==> src/rtl/writeback_arbiter.sv <==
// rtl/writeback_arbiter.sv - int/FPU retire merge onto the register-file write port (optional stats: WB_ARB_STATS_EN)
module writeback_arbiter #(
  parameter int XLEN     = 32,
  parameter int FQ_DEPTH = 2,
  parameter int REG_AW   = 5
) (
  input  logic                        clk,
  input  logic                        rst,
  input  logic                        int_valid,
  input  logic [REG_AW-1:0]           int_rd,
  input  logic                        int_float,
  input  logic [XLEN-1:0]             int_data,
  input  logic                        fpu_valid,
  output logic                        fpu_ready,
  input  logic [REG_AW-1:0]           fpu_rd,
  input  logic                        fpu_float,
  input  logic [XLEN-1:0]             fpu_data,
  input  logic [REG_AW-1:0]           chk_rs1,
  input  logic                        chk_rs1_float,
  input  logic [REG_AW-1:0]           chk_rs2,
  input  logic                        chk_rs2_float,
  output logic                        rs1_pending,
  output logic                        rs2_pending,
  output logic                        RegWrite,
  output logic                        FloatRegWrite,
  output logic [REG_AW-1:0]           Write_reg,
  output logic [XLEN-1:0]             Write_data,
  output logic [$clog2(FQ_DEPTH):0]   fq_count,
  output logic [15:0]                 stat_fpu_stall,
  output logic [15:0]                 stat_kill
);

  localparam int PW = $clog2(FQ_DEPTH);
  localparam int CW = PW + 1;

  logic              q_live [FQ_DEPTH];
  logic              q_flt  [FQ_DEPTH];
  logic [REG_AW-1:0] q_rd   [FQ_DEPTH];
  logic [XLEN-1:0]   q_data [FQ_DEPTH];
  logic [PW-1:0]     head, tail;

  logic                q_empty, int_fire, pop, bypass, push, fpu_x0, push_live;
  logic [FQ_DEPTH-1:0] kill_vec;
  logic                wr_en_d, wr_flt_d;
  logic [REG_AW-1:0]   wr_reg_d;
  logic [XLEN-1:0]     wr_data_d;

  assign fpu_ready = rst && (fq_count < CW'(FQ_DEPTH));
  assign q_empty   = (fq_count == '0);
  // Integer x0 is a legal retire but must never reach the register file.
  assign int_fire  = int_valid && (int_float || (int_rd != '0));
  assign pop       = !int_valid && !q_empty;
  assign bypass    = !int_valid && q_empty && fpu_valid && fpu_ready;
  assign push      = fpu_valid && fpu_ready && !bypass;
  assign fpu_x0    = !fpu_float && (fpu_rd == '0);
  assign push_live = !fpu_x0 &&
                     !(int_fire && (fpu_float == int_float) && (fpu_rd == int_rd));

  always_comb begin
    kill_vec    = '0;
    rs1_pending = 1'b0;
    rs2_pending = 1'b0;
    for (int i = 0; i < FQ_DEPTH; i++) begin
      kill_vec[i] = int_fire && q_live[i] && (q_flt[i] == int_float) && (q_rd[i] == int_rd);
      if (q_live[i] && (q_flt[i] == chk_rs1_float) && (q_rd[i] == chk_rs1)) rs1_pending = 1'b1;
      if (q_live[i] && (q_flt[i] == chk_rs2_float) && (q_rd[i] == chk_rs2)) rs2_pending = 1'b1;
    end
  end

  always_comb begin
    wr_en_d   = 1'b0;
    wr_flt_d  = 1'b0;
    wr_reg_d  = '0;
    wr_data_d = '0;
    if (int_fire) begin
      wr_en_d   = 1'b1;
      wr_flt_d  = int_float;
      wr_reg_d  = int_rd;
      wr_data_d = int_data;
    end else if (pop && q_live[head]) begin
      wr_en_d   = 1'b1;
      wr_flt_d  = q_flt[head];
      wr_reg_d  = q_rd[head];
      wr_data_d = q_data[head];
    end else if (bypass && !fpu_x0) begin
      wr_en_d   = 1'b1;
      wr_flt_d  = fpu_float;
      wr_reg_d  = fpu_rd;
      wr_data_d = fpu_data;
    end
  end

  always_ff @(posedge clk or negedge rst) begin
    if (!rst) begin
      RegWrite      <= 1'b0;
      FloatRegWrite <= 1'b0;
      Write_reg     <= '0;
      Write_data    <= '0;
      fq_count      <= '0;
      head          <= '0;
      tail          <= '0;
      for (int i = 0; i < FQ_DEPTH; i++) begin
        q_live[i] <= 1'b0;
        q_flt[i]  <= 1'b0;
        q_rd[i]   <= '0;
        q_data[i] <= '0;
      end
    end else begin
      RegWrite      <= wr_en_d;
      FloatRegWrite <= wr_flt_d;
      Write_reg     <= wr_reg_d;
      Write_data    <= wr_data_d;
      for (int i = 0; i < FQ_DEPTH; i++) begin
        if (kill_vec[i]) q_live[i] <= 1'b0;
      end
      // Freed slots are cleared so the pending lookup never sees stale entries.
      if (pop) begin
        q_live[head] <= 1'b0;
        head         <= head + 1'b1;
      end
      if (push) begin
        q_live[tail] <= push_live;
        q_flt[tail]  <= fpu_float;
        q_rd[tail]   <= fpu_rd;
        q_data[tail] <= fpu_data;
        tail         <= tail + 1'b1;
      end
      case ({push, pop})
        2'b10:   fq_count <= fq_count + 1'b1;
        2'b01:   fq_count <= fq_count - 1'b1;
        default: fq_count <= fq_count;
      endcase
    end
  end

`ifdef WB_ARB_STATS_EN
  localparam int KW = $clog2(FQ_DEPTH + 2);
  logic [KW-1:0] kill_n;
  logic [16:0]   kill_sum;

  always_comb begin
    kill_n = '0;
    for (int i = 0; i < FQ_DEPTH; i++) kill_n = kill_n + KW'(kill_vec[i]);
    if (push && !push_live) kill_n = kill_n + 1'b1;
    kill_sum = {1'b0, stat_kill} + 17'(kill_n);
  end

  always_ff @(posedge clk or negedge rst) begin
    if (!rst) begin
      stat_fpu_stall <= '0;
      stat_kill      <= '0;
    end else begin
      if (fpu_valid && !fpu_ready && (stat_fpu_stall != 16'hFFFF))
        stat_fpu_stall <= stat_fpu_stall + 1'b1;
      stat_kill <= kill_sum[16] ? 16'hFFFF : kill_sum[15:0];
    end
  end
`else
  assign stat_fpu_stall = 16'd0;
  assign stat_kill      = 16'd0;
`endif

endmodule

==> config.mk <==
export PLATFORM = sky130hd
export DESIGN_NAME = writeback_arbiter
export DESIGN_NICKNAME = d
export VERILOG_FILES = /design/src/rtl/writeback_arbiter.sv
export SDC_FILE = /design/constraint.sdc
export NUM_CORES = 1
export LEC_CHECK = 0
export BUFFER_PORTS_ARGS = -buffer_cell sky130_fd_sc_hd__buf_2
export CORE_ASPECT_RATIO = 0.75
export CORE_MARGIN = 2
export CORE_UTILIZATION = 57
export DETAILED_ROUTE_END_ITERATION = 10
export GPL_TIMING_DRIVEN = 0
export HOLD_SLACK_MARGIN = 0.1
export PLACE_DENSITY = 0.92
export SLEW_MARGIN = 40
export SYNTH_ARGS = -nofsm -noshare
export SYNTH_HDL_FRONTEND = slang
export SYNTH_SLANG_ARGS = --single-unit
==> constraint.sdc <==
create_clock -name clk -period 3.2 [get_ports clk]
set_input_delay 0.64 -clock clk [delete_from_list [all_inputs] [get_ports clk]]
set_output_delay 0.64 -clock clk [all_outputs]
set_load 0.01 [all_outputs]
==> impl_table.tex <==
\begin{tabular}{lr}
\hline
Metric & Value \\
\hline
\multicolumn{2}{l}{\textbf{Run status}} \\
\quad Status & completed \\
\multicolumn{2}{l}{\textbf{Clock tree}} \\
\quad CTS sink count & 121 \\
\quad Maximum buffer depth of the clock tree & 2 \\
\quad Count of hold buffers inserted by post-cts repair & 0 \\
\quad Clock-pin slew of the registers on the worst-case setup and hold paths & 0.05 ns \\
\quad Number of buffers created by CTS & 17 \\
\quad Number of buffers inserted by post-CTS setup repair & 0 \\
\quad Root cell of the clock tree & clkbuf\_16 \\
\quad H-tree levels & 4 \\
\quad Number of instances resized during post-cts repair & 0 \\
\quad CTS tree & yes \\
\quad Clock latency of the later-clocked register in the worst-skew pair & 0.41 ns \\
\multicolumn{2}{l}{\textbf{STA}} \\
\quad Unrepaired setup endpoints after global routing & false \\
\quad Final cycle utilization of the critical path & 78.8\% \\
\quad Final count of hold timing violations & 0 \\
\quad Clock skew after layout & 0.00737 ns \\
\quad Number of slew-limit violations in the final report & 0 \\
\quad Peak clock frequency supported by timing & 0.396 GHz \\
\quad Sum of negative setup slack & 0 ns \\
\quad Worst-Margin Slew & 0.701 ns \\
\quad Rel. slew slack & 53.3\% \\
\quad Minimum clock period after layout & 2.52 ns \\
\quad Final worst slack & 0.677 ns \\
\quad Number of failing setup endpoints in the final timing report & 0 \\
\multicolumn{2}{l}{\textbf{Pwr}} \\
\quad Switching Fraction & 30.9\% \\
\quad IR Drop Worst-Case VDD & 0.000544 V \\
\quad Total Power & 6.68 mW \\
\quad Pleak & 3.55 nW \\
\quad Combinational share of power & 32.4\% \\
\quad Clk network pwr share & 29.1\% \\
\quad Switching Power & 2.06 mW \\
\quad Int Power & 4.62 mW \\
\quad Part of the power in registers & 38.6\% \\
\quad Pwr Density & 874 nW/um\^{}2 \\
\multicolumn{2}{l}{\textbf{Floorplan}} \\
\quad Die width & 123 um \\
\quad Die Y & 93.2 um \\
\quad Die area & 11500 sq um \\
\quad Starting utilization of the core area & 58.8\% \\
\quad Core area & 10300 sq um \\
\quad Total I/O pin count & 168 \\
\quad Standard-cell row count & 32 \\
\multicolumn{2}{l}{\textbf{Cells and area}} \\
\quad Leading registers by flop count & q\_data x64, Write\_data x32, q\_rd x10 \\
\quad Most flop-heavy register & q\_data \\
\quad Final layout net count & 781 \\
\quad Area overhead of the layout relative to synthesis & 26.3\% \\
\quad Commonest non-fill, non-tap cell in the layout & buf\_2 \\
\quad Share of layout cells above drive strength 1 & 48.1\% \\
\quad Count of antenna diodes in the layout & 0 \\
\quad Max reg flops & 64 \\
\quad Utilization after layout & 74.3\% \\
\quad Highest-count cells in the layout ignoring fill and taps & buf\_2 (146), dfrtp\_1 (121), mux2\_2 (114) \\
\quad Fillcell total & 692 \\
\multicolumn{2}{l}{\textbf{Global route}} \\
\quad Combined global-route utilization of all metal layers & 29.3\% \\
\quad Number of global-route vias before repair & 4800 \\
\quad Maximum number of pins on one net before global-route repair & 64 \\
\quad Initial antenna violation count & 0 \\
\quad Global route overflow & 0 \\
\quad Wire length of the first global-routing pass & 25000 um \\
\multicolumn{2}{l}{\textbf{Synthesis}} \\
\quad Mean cell area of the mapped netlist & 12.0 sq um \\
\quad Number of different library cells in the post-synthesis netlist & 34 \\
\quad Netlist Area Pre-Place & 6050 sq um \\
\quad Register area share after synthesis & 50.1\% \\
\quad Count of mapped cells out of synthesis & 504 \\
\quad Synth warnings & 0 \\
\quad Number of flip-flops and latches in the synthesized netlist & 121 \\
\multicolumn{2}{l}{\textbf{Worst setup path}} \\
\quad Classification of the worst setup path & flop to output pin \\
\quad Sort of element at the end of the critical path & output pin \\
\quad Source of the critical timing path & q\_flt[1] \\
\quad Cell with the biggest individual delay on the critical path & dfrtp\_1 \\
\quad CP peak stage delay & 0.46 ns \\
\quad Crit-path max FO & 5 \\
\quad Data required time at the worst endpoint & 2.56 ns \\
\quad Cell depth of the worst flop-to-flop path & 7 \\
\quad Last element of the critical path & rs2\_pending \\
\quad Reg2Reg Setup Slack & 0.95 ns \\
\quad Cell breakdown of the critical path & xnor2\_1, nand4\_1, or4\_1, o21ai\_0, buf\_2 \\
\quad Nature of the critical path startpoint & flop \\
\quad FF-to-FF End & Write\_data[17] \\
\quad Crit path DAT & 1.88 ns \\
\quad Worst r2r src & head \\
\multicolumn{2}{l}{\textbf{Route}} \\
\quad Overall routed net length & 16200 um \\
\quad Mean number of vias per cell & 5.57 \\
\quad ANT nets after route & 0 \\
\quad Routed wire length per instance & 19.3 um \\
\quad Initial detailed-routing violation count & 282 \\
\quad DRT Pass-1 Iters & 5 \\
\quad Total via count after detailed routing & 4660 \\
\quad DRC viols & 0 \\
\multicolumn{2}{l}{\textbf{Place}} \\
\quad HPWL after detailed placement & 11300 um \\
\quad Final estimated routing congestion in global placement & 0.860 \\
\quad Port bufs & 133 \\
\quad Worst slack at placement & 0.353 ns \\
\multicolumn{2}{l}{\textbf{Run}} \\
\quad Max Cap Violations & 0 \\
\multicolumn{2}{l}{\textbf{Worst hold path}} \\
\quad Class of the worst hold path & primary input to asynchronous set/reset pin \\
\hline
\end{tabular}
worst max-delay path: cells and delay by family, from the launching register on:
| kind | cells | cell delay (ns) |
|---|---|---|
| AOI/OAI and AO/OA | 1 | 0.09 |
| buffers and inverters | 1 | 0.16 |
| and+or+nand+nor | 2 | 0.51 |
| xor gates and xnor gates | 1 | 0.25 |
| DFF | 1 | 0.46 |
worst min-delay path by stage:
stage / to / slack [ns] / cells after the start
after floorplan: FloatRegWrite / 0.34 / 0
after detailed placement: tail / 0.49 / 1
final: FloatRegWrite / 0.14 / 1
after global routing: FloatRegWrite / 0.19 / 1
after CTS: FloatRegWrite / 0.18 / 1
after global placement: tail / 0.47 / 1
cell type report:
class	count	area, sq um	share of cell area [%]
flip-flops and latches	121	3030	39.6
multi-input cells	348	2720	35.5
repair buffers	134	703	9.20
clock buffers	22	484	6.33
plain buffers	62	408	5.34
well taps	136	170	2.23
clock inverters	9	120	1.57
inverters	4	15.0	0.196
metal layers:
layer  routed length (um)  global-route usage [%]  up-vias
li1                     -                       -     2092
met1                 6570                    36.3     2335
met2                 8130                    50.0      206
met3                 1210                    7.50       27
met4                  252                    9.58        0
met5                    0                       0        -
power by group through the flow:
| stage | combinational (mW) | clock, mW | sequential, mW |
|---|---|---|---|
| 2_1_floorplan | 1.55 | 0 | 2.47 |
| 3_3_place_gp | 1.98 | 0 | 2.50 |
| 3_5_place_dp | 2.11 | 0 | 2.57 |
| 4_1_cts | 2.15 | 1.95 | 2.56 |
| 5_1_grt | 2.32 | 2.02 | 2.64 |
| 6_report | 2.16 | 1.94 | 2.58 |
cell usage after synthesis (all sizes together):
master  instances  area, sq um
nor2b           1         6.26
conb            1         3.75
nand3           2         10.0
nand4           7         43.8
o21ai           3         15.0
o22ai           2         12.5
dfrtp         121         3030
xor2           12          105
nor4            3         18.8
ha              1         12.5
or2             2         12.5
a21oi          36          191
mux2i           1         10.0
or4             3         22.5
o21bai          1         7.51
nand3b          1         7.51
xnor2          35          307
o31ai           1         21.3
a211oi          1         12.5
clkbuf          8         30.0
nand2           6         22.5
nor3b           1         7.51
o311ai          1         8.76
nor3            1         5.00
a22oi          36          270
buf            54          378
a222oi          2         20.0
inv             4         15.0
mux2          114         1280
nor2           43          161
cells by family after synthesis:
family                   share of synthesized area, %
adder cells (fa/ha/maj)                         0.207
AO/OA/AOI/OAI                                    9.25
buffers and inverters                            6.99
other                                          0.0620
flip-flops                                       50.1
AND/OR/NAND/NOR                                  5.25
multiplexers                                     21.4
XOR/XNOR                                         6.80
through the flow:
step	instances	instance area (sq um)	hold WS, ns
6_report	836	7640	0.139
5_1_grt	836	7640	0.194
4_1_cts	836	7640	0.176
3_5_place_dp	805	7040	0.486
3_3_place_gp	804	7000	0.472
2_1_floorplan	535	6170	0.344
No activity file was read; power rests on OpenSTA's default activity.
